==> src/rtl/mem_arb_pkg.sv <==
// -----------------------------------------------------------------------------
// mem_arb_pkg
//   Shared types and helpers for the unified-memory arbiter.
//   - arb_state_e : transaction FSM states (IDLE -> ISSUE -> WAIT* -> ACK)
//   - arb_gnt_e   : which requester owns the transaction in flight
//   - cnt_width   : bit width needed to hold a counter value 0..max_val
// -----------------------------------------------------------------------------
package mem_arb_pkg;

    typedef enum logic [1:0] {
        ST_IDLE  = 2'd0,
        ST_ISSUE = 2'd1,
        ST_WAIT  = 2'd2,
        ST_ACK   = 2'd3
    } arb_state_e;

    typedef enum logic {
        GNT_IF = 1'b0,
        GNT_LS = 1'b1
    } arb_gnt_e;

    // Width of a counter that must represent 0..max_val inclusive (never less than 1 bit).
    function automatic int unsigned cnt_width(input int unsigned max_val);
        int unsigned w;
        w = $clog2(max_val + 1);
        return (w < 1) ? 1 : w;
    endfunction

endpackage

==> src/rtl/mem_arb_starve_cnt.sv <==
// -----------------------------------------------------------------------------
// mem_arb_starve_cnt
//   Saturating counter of consecutive LSU grants taken while fetch was waiting.
//   Once it reaches STARVE_MAX the arbiter lets fetch through ahead of the LSU.
// Ports
//   i_clk    : clock, rising edge
//   i_rst_n  : asynchronous active-low reset, counter to 0
//   i_inc    : count one more LSU grant (ignored once saturated)
//   i_clr    : clear the counter (wins over i_inc)
//   o_sat    : counter has reached STARVE_MAX
// -----------------------------------------------------------------------------
module mem_arb_starve_cnt
    import mem_arb_pkg::*;
#(
    parameter int unsigned STARVE_MAX = 4
) (
    input  logic i_clk,
    input  logic i_rst_n,
    input  logic i_inc,
    input  logic i_clr,
    output logic o_sat
);

    localparam int unsigned CntW = cnt_width(STARVE_MAX);
    localparam logic [CntW-1:0] CntMax = CntW'(STARVE_MAX);

    logic [CntW-1:0] cnt_q;
    logic [CntW-1:0] cnt_d;

    always_comb begin
        cnt_d = cnt_q;
        if (i_clr) begin
            cnt_d = '0;
        end else if (i_inc && (cnt_q != CntMax)) begin
            cnt_d = cnt_q + 1'b1;
        end
    end

    always_ff @(posedge i_clk or negedge i_rst_n) begin
        if (!i_rst_n) begin
            cnt_q <= '0;
        end else begin
            cnt_q <= cnt_d;
        end
    end

    assign o_sat = (cnt_q == CntMax);

endmodule

==> src/rtl/mem_arbiter.sv <==
// -----------------------------------------------------------------------------
// mem_arbiter
//   Shares one single-port synchronous SRAM between instruction fetch (IF) and
//   the LSU (LS). One transaction at a time; LS has fixed priority, but after
//   STARVE_MAX consecutive LS grants with IF waiting, IF is served next.
//
// Ports
//   i_clk, i_rst_n                 : clock, asynchronous active-low reset
//   i_if_req / i_if_addr           : fetch request, held until o_if_ack
//   o_if_ack / o_if_rdata          : fetch completion pulse, fetched word (held)
//   i_ls_req / i_ls_wren           : LSU request, 1 = store, 0 = load
//   i_ls_addr/i_ls_mask/i_ls_wdata : LSU payload, held until o_ls_ack
//   o_ls_ack / o_ls_rdata          : LSU completion pulse, load word (held)
//   o_mem_en / o_mem_we            : SRAM strobe (one cycle) and write enable
//   o_mem_addr/o_mem_bmask/o_mem_wdata : latched SRAM payload
//   i_mem_rdata                    : SRAM read data, valid MEM_LAT cycles after o_mem_en
//   o_busy                         : FSM is not idle
//
// Timing with a request first seen in IDLE at T0:
//   store      : o_mem_en at T0+1, ack at T0+2
//   load/fetch : o_mem_en at T0+1, ack at T0+MEM_LAT+2
// -----------------------------------------------------------------------------
module mem_arbiter
    import mem_arb_pkg::*;
#(
    parameter int unsigned ADDR_W     = 32,
    parameter int unsigned DATA_W     = 32,
    parameter int unsigned MEM_LAT    = 1,
    parameter int unsigned STARVE_MAX = 4
) (
    input  logic                  i_clk,
    input  logic                  i_rst_n,

    input  logic                  i_if_req,
    input  logic [ADDR_W-1:0]     i_if_addr,
    output logic                  o_if_ack,
    output logic [DATA_W-1:0]     o_if_rdata,

    input  logic                  i_ls_req,
    input  logic                  i_ls_wren,
    input  logic [ADDR_W-1:0]     i_ls_addr,
    input  logic [DATA_W/8-1:0]   i_ls_mask,
    input  logic [DATA_W-1:0]     i_ls_wdata,
    output logic                  o_ls_ack,
    output logic [DATA_W-1:0]     o_ls_rdata,

    output logic                  o_mem_en,
    output logic                  o_mem_we,
    output logic [ADDR_W-1:0]     o_mem_addr,
    output logic [DATA_W/8-1:0]   o_mem_bmask,
    output logic [DATA_W-1:0]     o_mem_wdata,
    input  logic [DATA_W-1:0]     i_mem_rdata,

    output logic                  o_busy
);

    localparam int unsigned MaskW = DATA_W / 8;
    localparam int unsigned WaitW = cnt_width(MEM_LAT);
    localparam logic [WaitW-1:0] WaitLast = WaitW'(MEM_LAT - 1);

    arb_state_e          state_q,     state_d;
    arb_gnt_e            gnt_q,       gnt_d;
    logic [WaitW-1:0]    wait_cnt_q,  wait_cnt_d;
    logic                mem_we_q,    mem_we_d;
    logic [ADDR_W-1:0]   mem_addr_q,  mem_addr_d;
    logic [MaskW-1:0]    mem_bmask_q, mem_bmask_d;
    logic [DATA_W-1:0]   mem_wdata_q, mem_wdata_d;
    logic [DATA_W-1:0]   if_rdata_q,  if_rdata_d;
    logic [DATA_W-1:0]   ls_rdata_q,  ls_rdata_d;

    logic grant_ls;
    logic grant_if;
    logic starve_inc;
    logic starve_clr;
    logic starve_sat;

    mem_arb_starve_cnt #(
        .STARVE_MAX (STARVE_MAX)
    ) u_starve_cnt (
        .i_clk   (i_clk),
        .i_rst_n (i_rst_n),
        .i_inc   (starve_inc),
        .i_clr   (starve_clr),
        .o_sat   (starve_sat)
    );

    // Arbitration only happens in IDLE; the grant decision is combinational on
    // the requests present in that cycle.
    always_comb begin
        grant_ls = 1'b0;
        grant_if = 1'b0;
        if (state_q == ST_IDLE) begin
            if (i_ls_req && !starve_sat) begin
                grant_ls = 1'b1;
            end else if (i_if_req) begin
                grant_if = 1'b1;
            end else if (i_ls_req) begin
                // IF is not asking, so the starvation guard does not apply.
                grant_ls = 1'b1;
            end
        end
    end

    always_comb begin
        state_d     = state_q;
        gnt_d       = gnt_q;
        wait_cnt_d  = wait_cnt_q;
        mem_we_d    = mem_we_q;
        mem_addr_d  = mem_addr_q;
        mem_bmask_d = mem_bmask_q;
        mem_wdata_d = mem_wdata_q;
        if_rdata_d  = if_rdata_q;
        ls_rdata_d  = ls_rdata_q;
        starve_inc  = 1'b0;
        starve_clr  = 1'b0;

        case (state_q)
            ST_IDLE: begin
                if (!i_if_req) begin
                    starve_clr = 1'b1;
                end
                if (grant_ls) begin
                    gnt_d       = GNT_LS;
                    mem_addr_d  = i_ls_addr;
                    mem_bmask_d = i_ls_mask;
                    mem_wdata_d = i_ls_wdata;
                    mem_we_d    = i_ls_wren;
                    state_d     = ST_ISSUE;
                    starve_inc  = i_if_req;
                end else if (grant_if) begin
                    // Fetch is always a full-word read; wdata is irrelevant and left as is.
                    gnt_d       = GNT_IF;
                    mem_addr_d  = i_if_addr;
                    mem_bmask_d = '1;
                    mem_we_d    = 1'b0;
                    state_d     = ST_ISSUE;
                    starve_clr  = 1'b1;
                end
            end

            ST_ISSUE: begin
                wait_cnt_d = '0;
                state_d    = mem_we_q ? ST_ACK : ST_WAIT;
            end

            ST_WAIT: begin
                if (wait_cnt_q == WaitLast) begin
                    wait_cnt_d = '0;
                    state_d    = ST_ACK;
                    if (gnt_q == GNT_IF) begin
                        if_rdata_d = i_mem_rdata;
                    end else begin
                        ls_rdata_d = i_mem_rdata;
                    end
                end else begin
                    wait_cnt_d = wait_cnt_q + 1'b1;
                end
            end

            ST_ACK: begin
                state_d = ST_IDLE;
            end

            default: begin
                state_d = ST_IDLE;
            end
        endcase
    end

    always_ff @(posedge i_clk or negedge i_rst_n) begin
        if (!i_rst_n) begin
            state_q     <= ST_IDLE;
            gnt_q       <= GNT_IF;
            wait_cnt_q  <= '0;
            mem_we_q    <= 1'b0;
            mem_addr_q  <= '0;
            mem_bmask_q <= '0;
            mem_wdata_q <= '0;
            if_rdata_q  <= '0;
            ls_rdata_q  <= '0;
        end else begin
            state_q     <= state_d;
            gnt_q       <= gnt_d;
            wait_cnt_q  <= wait_cnt_d;
            mem_we_q    <= mem_we_d;
            mem_addr_q  <= mem_addr_d;
            mem_bmask_q <= mem_bmask_d;
            mem_wdata_q <= mem_wdata_d;
            if_rdata_q  <= if_rdata_d;
            ls_rdata_q  <= ls_rdata_d;
        end
    end

    // Strobes decode straight from the state register, so reset clears them at once.
    assign o_mem_en    = (state_q == ST_ISSUE);
    assign o_if_ack    = (state_q == ST_ACK) && (gnt_q == GNT_IF);
    assign o_ls_ack    = (state_q == ST_ACK) && (gnt_q == GNT_LS);
    assign o_busy      = (state_q != ST_IDLE);

    assign o_mem_we    = mem_we_q;
    assign o_mem_addr  = mem_addr_q;
    assign o_mem_bmask = mem_bmask_q;
    assign o_mem_wdata = mem_wdata_q;
    assign o_if_rdata  = if_rdata_q;
    assign o_ls_rdata  = ls_rdata_q;

endmodule

==> config.mk <==
export PLATFORM = sky130hd
export DESIGN_NAME = mem_arbiter
export DESIGN_NICKNAME = d
export VERILOG_FILES = /design/src/rtl/mem_arb_pkg.sv /design/src/rtl/mem_arb_starve_cnt.sv /design/src/rtl/mem_arbiter.sv
export SDC_FILE = /design/constraint.sdc
export NUM_CORES = 1
export LEC_CHECK = 0
export CAP_MARGIN = 30
export CORE_MARGIN = 2
export CORE_UTILIZATION = 38
export DETAILED_ROUTE_END_ITERATION = 10
export PLACE_DENSITY = 0.78
export SLEW_MARGIN = 0
export SYNTH_ARGS = -nofsm -noshare
export SYNTH_HDL_FRONTEND = slang
export SYNTH_SLANG_ARGS = --single-unit
==> constraint.sdc <==
create_clock -name i_clk -period 1.5 [get_ports i_clk]
set_input_delay 0.3 -clock i_clk [delete_from_list [all_inputs] [get_ports i_clk]]
set_output_delay 0.3 -clock i_clk [all_outputs]
set_load 0.02 [all_outputs]
==> After elaboration in Yosys (flattened, before gate mapping) <==
Index checks and enable logic that the tools add are counted.
{ "op_classes": {"addsub": 2, "n_lt_le_gt_ge": 0, "shift": 0, "n_mux": 29, "reduce_logical": 15, "eq_ne": 7, "div_mod_pow": 0, "n_mul": 0, "bitwise_logic": 2} }
{ "ops": {"columns": ["operator", "n"], "rows": [
  ["two-way mux 32 bit", 2],
  ["two-way mux 1 bit", 18],
  ["two-way mux 4 bit", 2],
  ["case mux 2 bit (4 select lines)", 1],
  ["nonzero test 2 bit", 4],
  ["two-way mux 2 bit", 3],
  ["two-way mux 3 bit", 2],
  ["!= test 3 bit, second input constant", 2],
  ["AND reduction 2 bit", 3],
  ["AND reduction 3 bit", 2],
  ["equality test 2 bit, second input constant", 2],
  ["logical AND 1 bit", 4],
  ["adder 3 x 1 -> 3 bit, second input constant", 1],
  ["equality test 3 bit, second input constant", 1],
  ["equality test 2 x 1 -> 1 bit, second input constant", 1],
  ["zero test 2 bit", 1],
  ["!= test 2 bit, second input constant", 1],
  ["NOT 1 bit", 2],
  ["case mux 1 bit (2 select lines)", 1],
  ["adder 1 bit, second input constant", 1],
  ["zero test 1 bit", 1]
]} }
{ "word_totals": {"n_memories": 0, "out_inout_bits": 137, "latch_bits": 0, "ram_bits": 0, "regBits": 140, "mem_bits_ro": 0} }

==> Logic depth before layout (Yosys ltp) <==
Gate-level depths: netlist of the first run.
{ "depth": {"depth_word": 10, "mapped_depth": 8, "ltp_nobuf": 5} }

==> Hierarchy <==
Synthesis of the first run repeated with hierarchy kept, for this count alone.
{ "unflattened": {"cells_unflattened": 450, "area_unflattened_um2": 5994.5} }
{ "modules_own_cells": {"columns": ["mod", "area_each_um2", "cells_per_inst", "n_inst", "seq_area_each_um2"], "rows": [
  ["mem_arbiter", 5796.8, 432, 1, 3403.3],
  ["mem_arb_starve_cnt", 197.7, 18, 1, 75.1]
]} }

==> Least setup slack after synthesis of the first run <==
No wires, ideal clock.
{ "synth_timing": {"path_kind": "register to register", "from": "register u_starve_cnt.cnt_q[0]", "to": "register mem_wdata_q[10] (netlist: o_mem_wdata[10])", "synth_period_minus_slack_ps": 1674, "setup_slack_ps": -174, "arrival_time_ps": 1549, "stages_incl_launch_ff": 8, "setup_ps": 125, "required_time_ps": 1375, "path_cell_list": "dfrtp_1 inv_1 ha_1 and3_1 buf_6 nor2_4 buf_6 mux2_2"} }
{ "synth_between": {"elab_chain_len": 6} }
{ "synth_rtl": {"columns": ["item", "line_no", "source"], "rows": [
  ["start, declared", "mem_arb_starve_cnt.sv:27", "logic [CntW-1:0] cnt_q;"],
  ["start signal, assigned", "mem_arb_starve_cnt.sv:43", "cnt_q <= cnt_d;"],
  ["equality test 3 bit", "mem_arb_starve_cnt.sv:47", "assign o_sat = (cnt_q == CntMax);"],
  ["zero test 1 bit", "mem_arbiter.sv:93", "if (i_ls_req && !starve_sat) begin"],
  ["logical AND 1 bit", "mem_arbiter.sv:93", null],
  ["two-way mux 1 bit", "mem_arbiter.sv:93", null],
  ["two-way mux 1 bit", "mem_arbiter.sv:92", "if (state_q == ST_IDLE) begin"],
  ["AND reduction 2 bit (no line)", null, null],
  ["end signal, assigned", "mem_arbiter.sv:188", "mem_wdata_q <= mem_wdata_d;"],
  ["end, declared", "mem_arbiter.sv:67", "logic [DATA_W-1:0] mem_wdata_q, mem_wdata_d;"]
]} }
Every way passes these cells.
A chain may end at the register's enable or synchronous reset.

==> Final worst setup path of the first run <==
{ "layout_timing": {"from": "register state_q[1]", "to": "register mem_wdata_q[25] (netlist: o_mem_wdata[25])"} }
{ "layout_between": {"elab_chain_len": 3} }
{ "layout_rtl": {"columns": ["item", "line_no", "source"], "rows": [
  ["start, declared", "mem_arbiter.sv:61", "arb_state_e state_q, state_d;"],
  ["start signal, assigned", "mem_arbiter.sv:182", "state_q <= state_d;"],
  ["zero test 2 bit *", "mem_arbiter.sv:92, mem_arbiter.sv:117", null],
  ["two-way mux 1 bit", "mem_arbiter.sv:92", null],
  ["AND reduction 2 bit (no line) *", null, null]
]} }
Every way passes the cells marked *; elsewhere a longest branch is shown, timed or not.

==> results.md, run 1 <==
* Final Worst Setup Slack at -0.222 ns
* Clock Sinks at 139
* Tcrit/Tclk final at 115%
* Die Area at 16,600 sq um
* P per Cell Area at 2310 nW/um^2
* First-pass GRT wire length at 28.0 mm
* Tot GR Track Use at 22.1%
* Reg2reg end: o_mem_wdata[25]$_DFFE_PN0P_
* Rows at 45
* VDD IR max at 1.20 mV
* Min-delay worst type: in2async
* Max Root-Sink Buffers at 2
* Finish-stage setup viols at 124
* Startpoint types: register
* Status: finished, violations left
* Layout cells sized above 1 at 34.2%
* DRC Markers at 0
* Most frequent cells in the layout: 139 x dfrtp_1, 135 x clkdlybuf4s50_1, 122 x dlygate4sd2_1, 64 x mux2_4, 36 x o211ai_1
* Placed Area at 9130 sq um
* WP data required at 1.80 ns
* CTS tree: built
* Syn Nets at 581
* CTS H-tree lvls at 4
* Area added between synthesis and finish at 79.6%
* Sequential-to-total area share from yosys stat at 58.8%
* Cell variety after synth at 29
* Number of global-route vias before repair at 5,037
* Fin crit period at 1.72 ns
* Placer Congestion at 0.777
* Pre-Repair DR Iteration Count at 4
* Worst setup path startpoint: state_q[1]$_DFFE_PN0P_
* Detailed Place HPWL at 11.5 mm
* Core box area at 15,200 sq um
* Clk root buf: clkbuf_16
* Hold slack at 0.357 ns
* Clk slew on worst S/H paths at 0.06 ns
* Synthesized area at 5920 sq um
* Clock Skews at 0.00960 ns
* Busiest layer in global routing: met2
* Final hold violations at 0
* Max FO, Critical Path at 6
* Drt wl/cell at 20.2 um
* Worst R2R Path Depth at 8
* M2 GR Usage at 36.3%
* Pleak at 4.94 nW
* Met3 usage at 6.32%
* CP endpoint: o_mem_wdata[25]$_DFFE_PN0P_
* Port Buffers at 273
* Crit end category: register
* Mean Syn Cell Area at 13.5 sq um
* Post-DR vias/cell at 5.12
* Initial Utilization at 38.9%
* Top-area cell type share of the netlist area at 58.8%
* Gr ovfl total at 0
* Cells after Synth at 438
* Via count at 4,993
* Post-route non-filler standard cell count at 975
* Reg-to-reg slack, setup at -0.22 ns
* Least-Margin Pin Slew at 0.403 ns
* ANT cells at 0
* Routing usage on met1 at 28.3%
* Failing checks: setup timing
* Top post-synthesis cells by area: dfrtp_1 59%, mux2_2 17%, o211ai_2 6.1%
* Top cell type by total area after synthesis: dfrtp_1
* Io pins at 274
* Fmax at 581 MHz
* Arr. time, crit path at 2.02 ns
* Placed insts at 896
* MaxCap Viol Count at 0
* RSZ-0062 raised after global routing: yes
* # nets final at 917
* Max-slew violations at 0
* CTS Buf Count at 17
* Seq cells post-synth at 139
* Slew HR at 73.0%
* Iteration-0 DRC Markers at 215
* Die H at 129 um
* Post-Route WL at 19.7 mm
* Yosys warning count at 0
* Worst-Skew Late Latency at 0.42 ns
* Die Wd at 129 um
* Largest net degree at the start of global routing at 43
* Post-route ant nets at 0
* Most common cell after layout, fill and taps aside: dfrtp_1
* RR Startpoint: state_q[1]$_DFFE_PN0P_
* Setup Crit Path Kind: reg2reg
* Initial antenna violation count at 0
* Final Cell Area at 10,600 sq um
synth_stat cells:
master	count
a31oi_1	1
nor2b_1	2
nand2_1	41
buf_2	13
nand3_1	1
o22a_1	4
o211ai_1	36
and2_1	1
o211ai_2	29
and3_1	1
o21a_1	1
mux2i_1	1
o21ai_0	3
nor2_4	1
mux2_2	91
o21ai_2	1
ha_1	6
nand4_1	1
buf_6	8
a22o_1	1
o22ai_1	1
or3b_2	1
clkbuf_1	9
a21oi_1	1
mux2_1	5
or2_1	1
nor2_1	1
inv_1	37
dfrtp_1	139
repair_timing:
item,4_1_cts,5_1_grt
endpoints found under the hold margin,35,0
setup endpoints to repair,273,141
buffers inserted,14,14
pin swaps,32,28
gates resized for setup,227,50
hold buffers,1,0
cloned,11,13
critical path, stage by stage (launching register included):
cell       delay [ns]
dfrtp_1          0.41
inv_2            0.10
ha_4             0.14
buf_6            0.13
nand2_8          0.07
nor2_4           0.16
buf_12           0.14
clkbuf_16        0.15
mux2_4           0.29
logic make-up (layout without fill, tap and decap cells):
family,Yosys count,count (layout),synth area share [%]
muxes,97,97,18.4
buffers and inverters,67,416,5.54
DFF,139,139,58.8
AOI/OAI and AO/OA,78,78,12.3
adders and majority gates,6,6,1.27
and+or+nand+nor,51,51,3.72
metal layers:
layer  vias to the layer above  wire length (um)
met5                         -                 0
met4                         0               731
met3                        54              1530
met2                       281              9820
met1                      2442              7610
li1                       2216                 -
flip-flops by register name (all words and copies together), names as in the netlist:
name	flops
o_mem_addr	32
o_mem_bmask	4
o_mem_wdata	32
state_q	2
u_starve_cnt.cnt_q	3
o_ls_rdata	32
o_if_rdata	32
gnt_q	1
o_mem_we	1
worst min-delay path by stage:
| stage | from | endpoint | cells past startpoint |
|---|---|---|---|
| floorplan | i_rst_n | gnt_q$_DFFE_PN0P_ | 0 |
| global placement | i_rst_n | o_if_rdata[17]$_DFFE_PN0P_ | 1 |
| detailed placement | i_rst_n | o_if_rdata[17]$_DFFE_PN0P_ | 1 |
| CTS | i_rst_n | o_if_rdata[17]$_DFFE_PN0P_ | 2 |
| global route | i_rst_n | o_if_rdata[17]$_DFFE_PN0P_ | 2 |
| finish | i_rst_n | o_if_rdata[17]$_DFFE_PN0P_ | 2 |
report_power, final:
part	internal, W	switching [W]
sequential	0.00570	0.00119
clock	0.00234	0.00177
combinational	0.00705	0.00649
total	0.0151	0.00945
final cells by class:
cell class                      instances  area [sq um]
Clock buffer                           17           425
Clock inverter                         15           155
Fill cell                            1041          4580
Inverter                               37           139
Multi-Input combinational cell        232          2520
Sequential cell                       139          3480
Tap cell                              188           235
Timing Repair Buffer                  347          3680
per-stage QoR:
stage / setup WS [ns] / util, % / TNS [ns] / power, W
after CTS: -0.208 / 67.5 / -12.45 / 0.0236
after floorplan: -0.140 / - / -4.23 / 0.0133
after global routing: -0.258 / 69.9 / -22.39 / 0.0257
after detailed placement: -0.283 / 60.0 / -23.57 / 0.0187
after global placement: -0.268 / 60.0 / -21.02 / 0.0184
final: -0.222 / 69.9 / -16.11 / 0.0245
Note: power is estimated with default switching activity, not from simulation.
==> run 2: changes to the inputs <==
--- a/config.mk
+++ b/config.mk
@@ -7,9 +7,10 @@
 export LEC_CHECK = 0
 export CAP_MARGIN = 30
 export CORE_MARGIN = 2
-export CORE_UTILIZATION = 38
+export CORE_UTILIZATION = 39
+export CTS_BUF_LIST = sky130_fd_sc_hd__clkbuf_4 sky130_fd_sc_hd__clkbuf_8
 export DETAILED_ROUTE_END_ITERATION = 10
-export PLACE_DENSITY = 0.78
+export PLACE_DENSITY = 0.79
 export SLEW_MARGIN = 0
 export SYNTH_ARGS = -nofsm -noshare
 export SYNTH_HDL_FRONTEND = slang
==> results.md, run 2 (synthesized netlist as in run 1, its figures left out) <==
* CTS Buf Count at 17
* Detailed Place HPWL at 12.9 mm
* CP cell instances: inv_2 > ha_4 > buf_6 > inv_4 > buf_6
* P per Cell Area at 2270 nW/um^2
* CTS tree: built
* Clock Sinks at 139
* Iteration-0 DRC Markers at 256
* Setup Crit Path Kind: reg2out
* Worst-Skew Late Latency at 0.44 ns
* # nets final at 918
* Clk slew on worst S/H paths at 0.09 ns
* MaxCap Viol Count at 0
* Max FO, Critical Path at 3
* Min-delay worst type: in2async
* Drt wl/cell at 21.7 um
* Sw frac at 38.7%
* Clock Skews at 0.0123 ns
* Switching Power at 0.00936 W
* Most frequent cells in the layout: 139 x dfrtp_1, 135 x clkdlybuf4s50_1, 96 x mux2_4, 72 x clkdlybuf4s15_1, 51 x dlygate4sd2_1
* Max-slew violations at 0
* Pleak at 4.97 nW
* Post-DR vias/cell at 5.18
* First-pass GRT wire length at 30.2 mm
* Slew HR at 75.4%
* WP data required at 1.20 ns
* Pre-Repair DR Iteration Count at 4
* Die Wd at 127 um
* CP max-delay cell: dfrtp_1
* Tot GR Track Use at 24.4%
* Comb pwr share at 58.1%
* DRC Markers at 0
* Finish-stage setup viols at 141
* Rows at 45
* Internal power consumption at 0.0148 W
* Post-place setup slack at -0.347 ns
* Via count at 5,054
* Final hold violations at 0
* CTS H-tree lvls at 4
* Final Cell Area at 10,700 sq um
* Least-Margin Pin Slew at 0.368 ns
* Failing checks: setup timing
* Clk root buf: clkbuf_8
* Register share of total power at 28.5%
* Die Area at 16,200 sq um
* Fmax at 586 MHz
* Placer Congestion at 0.755
* Layout cells sized above 1 at 35.2%
* Placed insts at 899
* Initial Utilization at 39.4%
* Tcrit/Tclk final at 114%
* Gr ovfl total at 0
* Final Worst Setup Slack at -0.206 ns
* Post-Route WL at 21.1 mm
* Number of global-route vias before repair at 5,522
* Placed Area at 9180 sq um
* Status: finished, violations left
* Arr. time, crit path at 1.41 ns
* RR Startpoint: state_q[0]$_DFFE_PN0P_
* VDD IR max at 0.935 mV
* Fin crit period at 1.71 ns
* Post-route non-filler standard cell count at 975
* ANT cells at 0
* Die H at 127 um
* Core box area at 15,000 sq um
* Initial antenna violation count at 1
* Area added between synthesis and finish at 80.4%
* Cell mode on critical path: buf_6
* Most common cell after layout, fill and taps aside: dfrtp_1
* Post-Route Setup TNS at -15.34 ns
* Utilization after layout at 71.0%
* Max Root-Sink Buffers at 2
* Worst setup path startpoint: state_q[0]$_DFFE_PN0P_
* Port Buffers at 273
* Share of total power in the clock network at 13.4%
* Max incr delay on CP at 0.42 ns
* RSZ-0062 raised after global routing: yes
* Largest net degree at the start of global routing at 43
* Crit end category: output pin
* Post-route ant nets at 0
* Io pins at 274
* Startpoint types: register
## run 2: final cells by class
type	instances	area [sq um]
Fill cell	1003	4360
Timing Repair Buffer	347	3760
Sequential cell	139	3480
Multi-Input combinational cell	233	2650
Clock buffer	19	255
Tap cell	188	235
Clock inverter	12	164
Inverter	37	141
## run 2: path summary, 6_finish.rpt
path,to,slack [ns],depth (start not counted)
max reg2reg,o_if_rdata[27]$_DFFE_PN0P_,-0.16,7
min in group i_clk,o_mem_addr[15]$_DFFE_PN0P_,0.44,3
max,o_busy,-0.21,5
max in group asynchronous,o_if_rdata[8]$_DFFE_PN0P_,0.62,3
min reg2reg,o_mem_addr[3]$_DFFE_PN0P_,0.50,2
min,o_if_rdata[19]$_DFFE_PN0P_,0.30,2
## run 2: timing repair
action | 4_1_cts | 5_1_grt
setup endpoints to repair | 272 | 190
pin swaps | 19 | 26
setup buffers | 24 | 8
hold endpoints to repair | 29 | 0
gates resized for setup | 263 | 144
cloned | 12 | 8
hold buffers | 1 | 0
## run 2: power groups by stage
| stage | registers, W | clock network, W | logic (W) |
|---|---|---|---|
| 2_1_floorplan | 0.00896 | 0 | 0.00431 |
| 3_3_place_gp | 0.00673 | 0 | 0.0117 |
| 3_5_place_dp | 0.00680 | 0 | 0.0121 |
| 4_1_cts | 0.00673 | 0.00331 | 0.0127 |
| 5_1_grt | 0.00712 | 0.00346 | 0.0147 |
| 6_report | 0.00689 | 0.00324 | 0.0141 |
## run 2: critical path: cells and delay by family, from the launching register on
kind | cells | cell delay, ns
flip-flops | 1 | 0.42
buffers and inverters | 4 | 0.37
adder cells (fa/ha/maj) | 1 | 0.18
## run 2: routing by layer
metal	up-vias	GRT usage (%)	part of all wire, %
met5	-	0	0.076
li1	2227	-	-
met4	2	10.9	3.8
met3	62	6.74	6.7
met2	253	42.6	51
met1	2510	28.1	39
## run 2: stage by stage
| stage | total power [W] | hold WS (ns) |
|---|---|---|
| CTS | 0.0228 | 0.292 |
| detailed placement | 0.0189 | 0.224 |
| global placement | 0.0185 | 0.217 |
| floorplan | 0.0133 | 0.00441 |
| global route | 0.0253 | 0.310 |
| finish | 0.0242 | 0.303 |
==> patch 1 (settings of run 2) <==
`mem_addr_q` no longer has a reset.
--- a/src/rtl/mem_arbiter.sv
+++ b/src/rtl/mem_arbiter.sv
@@ -173,7 +173,6 @@
             gnt_q       <= GNT_IF;
             wait_cnt_q  <= '0;
             mem_we_q    <= 1'b0;
-            mem_addr_q  <= '0;
             mem_bmask_q <= '0;
             mem_wdata_q <= '0;
             if_rdata_q  <= '0;
@@ -183,12 +182,15 @@
             gnt_q       <= gnt_d;
             wait_cnt_q  <= wait_cnt_d;
             mem_we_q    <= mem_we_d;
-            mem_addr_q  <= mem_addr_d;
             mem_bmask_q <= mem_bmask_d;
             mem_wdata_q <= mem_wdata_d;
             if_rdata_q  <= if_rdata_d;
             ls_rdata_q  <= ls_rdata_d;
         end
+    end
+
+    always_ff @(posedge i_clk) begin
+        mem_addr_q <= mem_addr_d;
     end
 
     // Strobes decode straight from the state register, so reset clears them at once.
Function: changed (a bounded check fails within 4 cycles, from zero or initial values and one cycle with i_rst_n low).
==> patch 1 against run 2 <==
  * Worst hold slack got worse by 0.046 ns
  * Clock skew fell by 0.0030 ns
  * Synthesized area is 5.2% lower
  * Sequential cell count did not move
  * Design area fell by 6.0%
  * Largest power group unchanged
  * Wire length down 22%
  * Power decreased by 10%
  * Synthesized cell count fell by 26%
  * Highest routed layer is now met4
  * Count of clock-buffer cells in the layout up 3
  * Sequential share of layout area increased by 3.7 points
  * Die area shrank 5.0%
  * Worst setup slack is essentially flat
  * The flow still finishes with violations (negative setup slack)
==> patch 1: results (changes against run 2) <==
{| class="wikitable"
! Metric !! Value
|-
| Status || finished, violations left
|-
| Violated checks || negative setup slack
|-
| Avg Vias per Cell || 4.882 (-5.8%)
|-
| Most area-consuming cells after synthesis || sky130_fd_sc_hd__dfrtp_1, sky130_fd_sc_hd__mux2_2, sky130_fd_sc_hd__edfxtp_1
|-
| Proportion of register bits with asynchronous set or reset after synthesis || 76.98% (-23 points)
|-
| Number of endpoints failing setup at the final stage || 169 (+20%)
|-
| Most frequent cells after synthesis || sky130_fd_sc_hd__dfrtp_1, sky130_fd_sc_hd__mux2_2, sky130_fd_sc_hd__edfxtp_1
|-
| Arrival time worst endpoint || 2.04 ns (+0.63 ns)
|-
| Layout Cells excl Fill || 851 (-13%)
|-
| Fraction of met3 tracks used by global routing || 8.288% (+1.5 points)
|-
| Flip-flop and latch power || 0.00663 W (-3.8%)
|-
| Hold slack final || 0.2564 ns (-0.04627 ns)
|-
| Cell family with most CP delay || simple AND/OR/NAND/NOR gates
|-
| Initial antenna violation count || 0 (-1)
|-
| Highest metal layer with signal wires || met4
|-
| Sum of met3 wire segment lengths after detailed routing || 1.445 mm (+1.7%)
|-
| Worst setup slack after layout || -0.2066 ns (-0.0003470 ns)
|-
| Clock network power share || 16.0% (+2.6 points)
|-
| Routed wirelength normalized by instance count || 19.35 um (-11%)
|-
| Worst Skew || 0.009317 ns (-0.002989 ns)
|-
| Launching element of the worst setup path || u_starve_cnt.cnt_q[1]$_DFFE_PN0P_
|-
| Post-synth net total || 469 (-19%)
|-
| Layout cell share with drive strength beyond 1 || 37.85% (+2.7 points)
|-
| Leakage component of the power || 4.574 nW (-8.0%)
|-
| Cell count after placement || 789 (-12%)
|-
| Routed length on met2 || 8.328 mm (-22%)
|-
| Sum Neg Setup Slack || -20.06 ns (-4.716 ns)
|}
patch 1: changes by cell type after synthesis, sizes merged, moves of 2 or more:
cell / before / now
o211ai: 65 / 1
nand2: 41 / 8
mux2: 96 / 128
dfrtp: 139 / 107
nand3: 1 / 3
buf: 21 / 14
clkbuf: 9 / 1
edfxtp: 0 / 32
inv: 37 / 6
patch 1: repair_timing:
| item | 4_1_cts | 5_1_grt |
|---|---|---|
| buffers inserted | 11 | 7 |
| setup endpoints to repair | 297 | 264 |
| pin swaps | 5 | 6 |
| hold buffers | 1 | 0 |
| endpoints found under the hold margin | 52 | 0 |
| gates cloned | 9 | 6 |
| resized for setup | 246 | 152 |
patch 1: final cells by class:
type                    instances  area, sq um
fillers                       910         3953
well taps                     180        225.2
clock inverters                10        158.9
repair buffers                328         3426
clock buffers                  22        296.5
flip-flops and latches        139         3638
multi-input cells             166         2265
inverters                       6        26.28
==> patch 2 (config.mk and constraints of run 2) <==
Without the edit above. `MEM_LAT`: 1 -> 2. Comments in the files are not updated.
--- a/src/rtl/mem_arbiter.sv
+++ b/src/rtl/mem_arbiter.sv
@@ -25,7 +25,7 @@
 #(
     parameter int unsigned ADDR_W     = 32,
     parameter int unsigned DATA_W     = 32,
-    parameter int unsigned MEM_LAT    = 1,
+    parameter int unsigned MEM_LAT    = 2,
     parameter int unsigned STARVE_MAX = 4
 ) (
     input  logic                  i_clk,
Behaviour: not the same (a bounded check fails within 4 cycles, from zero or initial values and one cycle with i_rst_n low).
==> patch 2 against run 2 <==
  * The flow still finishes with violations (negative setup slack)
  * Critical path depth up 2
  * Design area decreased by 3.2%
  * Worst setup slack worse by 0.029 ns
  * Sequential power down 1%
  * Power is 12% lower
  * Clock skew rose by 0.00084 ns
  * Wire length is 12% lower
  * Worst hold slack better by 0.033 ns
  * Die area rose by 1.7%
  * Synthesized area is 1.7% higher
  * Combinational power fell by 18%
  * Sequential cell count is 2 higher
  * Clock power down 7.4%
==> patch 2: results (changes against run 2) <==
{| class="wikitable"
! Metric !! Value
|-
| Post-detail-place hpwl || 12.48 mm (-3.4%)
|-
| Via count of the first global-routing pass || 5321 (-3.6%)
|-
| Wire length of the first global-routing pass || 27.81 mm (-7.8%)
|-
| Worst setup slack after layout || -0.2349 ns (-0.02867 ns)
|-
| Violated checks || negative setup slack
|-
| Layout Cells excl Fill || 978 (+0.31%)
|-
| Arrival time worst endpoint || 2.05 ns (+0.64 ns)
|-
| Maximum fanout along the worst path || 12 (+9)
|-
| GR Util All Layers || 22.13% (-2.3 points)
|-
| Post-placement cell area || 9249 sq um (+0.80%)
|-
| Destination of the critical timing path || o_if_rdata[27]$_DFFE_PN0P_
|-
| Worst Skew || 0.01315 ns (+0.0008396 ns)
|-
| Worst vdd rail ir drop || 948.7 uV (+1.5%)
|-
| Routed wirelength normalized by instance count || 19.04 um (-12%)
|-
| Slew @ Worst Pin || 0.3785 ns (+0.01063 ns)
|-
| Sum of met3 wire segment lengths after detailed routing || 1.291 mm (-9.1%)
|-
| Cell family with most CP delay || buffers and inverters
|-
| Total setup buffers inserted after CTS || 13 (-46%)
|-
| Layout cell share with drive strength beyond 1 || 31.94% (-3.3 points)
|-
| Multi-input combinational cell area || 2452 sq um (-7.3%)
|-
| Most frequent cells after synthesis || sky130_fd_sc_hd__dfrtp_1, sky130_fd_sc_hd__mux2_2, sky130_fd_sc_hd__nand2_1
|-
| Number of endpoints failing setup at the final stage || 139 (-1.4%)
|-
| Status || finished, violations left
|-
| Path type of the worst setup path || reg -> reg
|-
| Post-synth net total || 588 (+1.2%)
|-
| Most area-consuming cells after synthesis || sky130_fd_sc_hd__dfrtp_1, sky130_fd_sc_hd__mux2_2, sky130_fd_sc_hd__o211ai_2
|-
| Number of instances resized during post-cts repair || 222 (-16%)
|-
| Cell count after placement || 912 (+1.4%)
|-
| Avg Vias per Cell || 5.082 (-2.0%)
|-
| Filler Cells Inserted || 1098 (+9.5%)
|-
| Hold slack final || 0.3358 ns (+0.03319 ns)
|-
| Post-synthesis area per instance || 13.53 sq um (+0.11%)
|}
-- patch 2: cell families after synthesis --
kind of cell,Yosys count,synth area share [%]
flops,141,58.62
mux,98,18.31
compound gates,79,12.43
buf+inv,68,5.404
simple gates,53,3.991
fa+ha+maj,6,1.247
-- patch 2: layer usage --
layer | global-route usage (%) | up-vias
met5 | 0 | -
met1 | 26.01 | 2481
met3 | 5.968 | 30
met2 | 38.30 | 219
li1 | - | 2238
met4 | 9.114 | 2
-- patch 2: final cells by class --
cell class	count	share of cell area, %
Timing Repair Buffer	341	34.69
Antenna cell	1	0.02421
Clock buffer	20	2.602
Clock inverter	11	1.138
Sequential cell	141	34.13
Multi-Input combinational cell	237	23.72
Inverter	39	1.416
Tap cell	188	2.275
-- patch 2: power by group --
| group | leakage (nW) | switching [W] | internal [W] |
|---|---|---|---|
| sequential | 1.66 | 0.00107 | 0.00573 |
| combinational | 2.89 | 0.00574 | 0.00585 |
| clock | 0.198 | 0.00144 | 0.00157 |
| total | 4.75 | 0.00824 | 0.0131 |
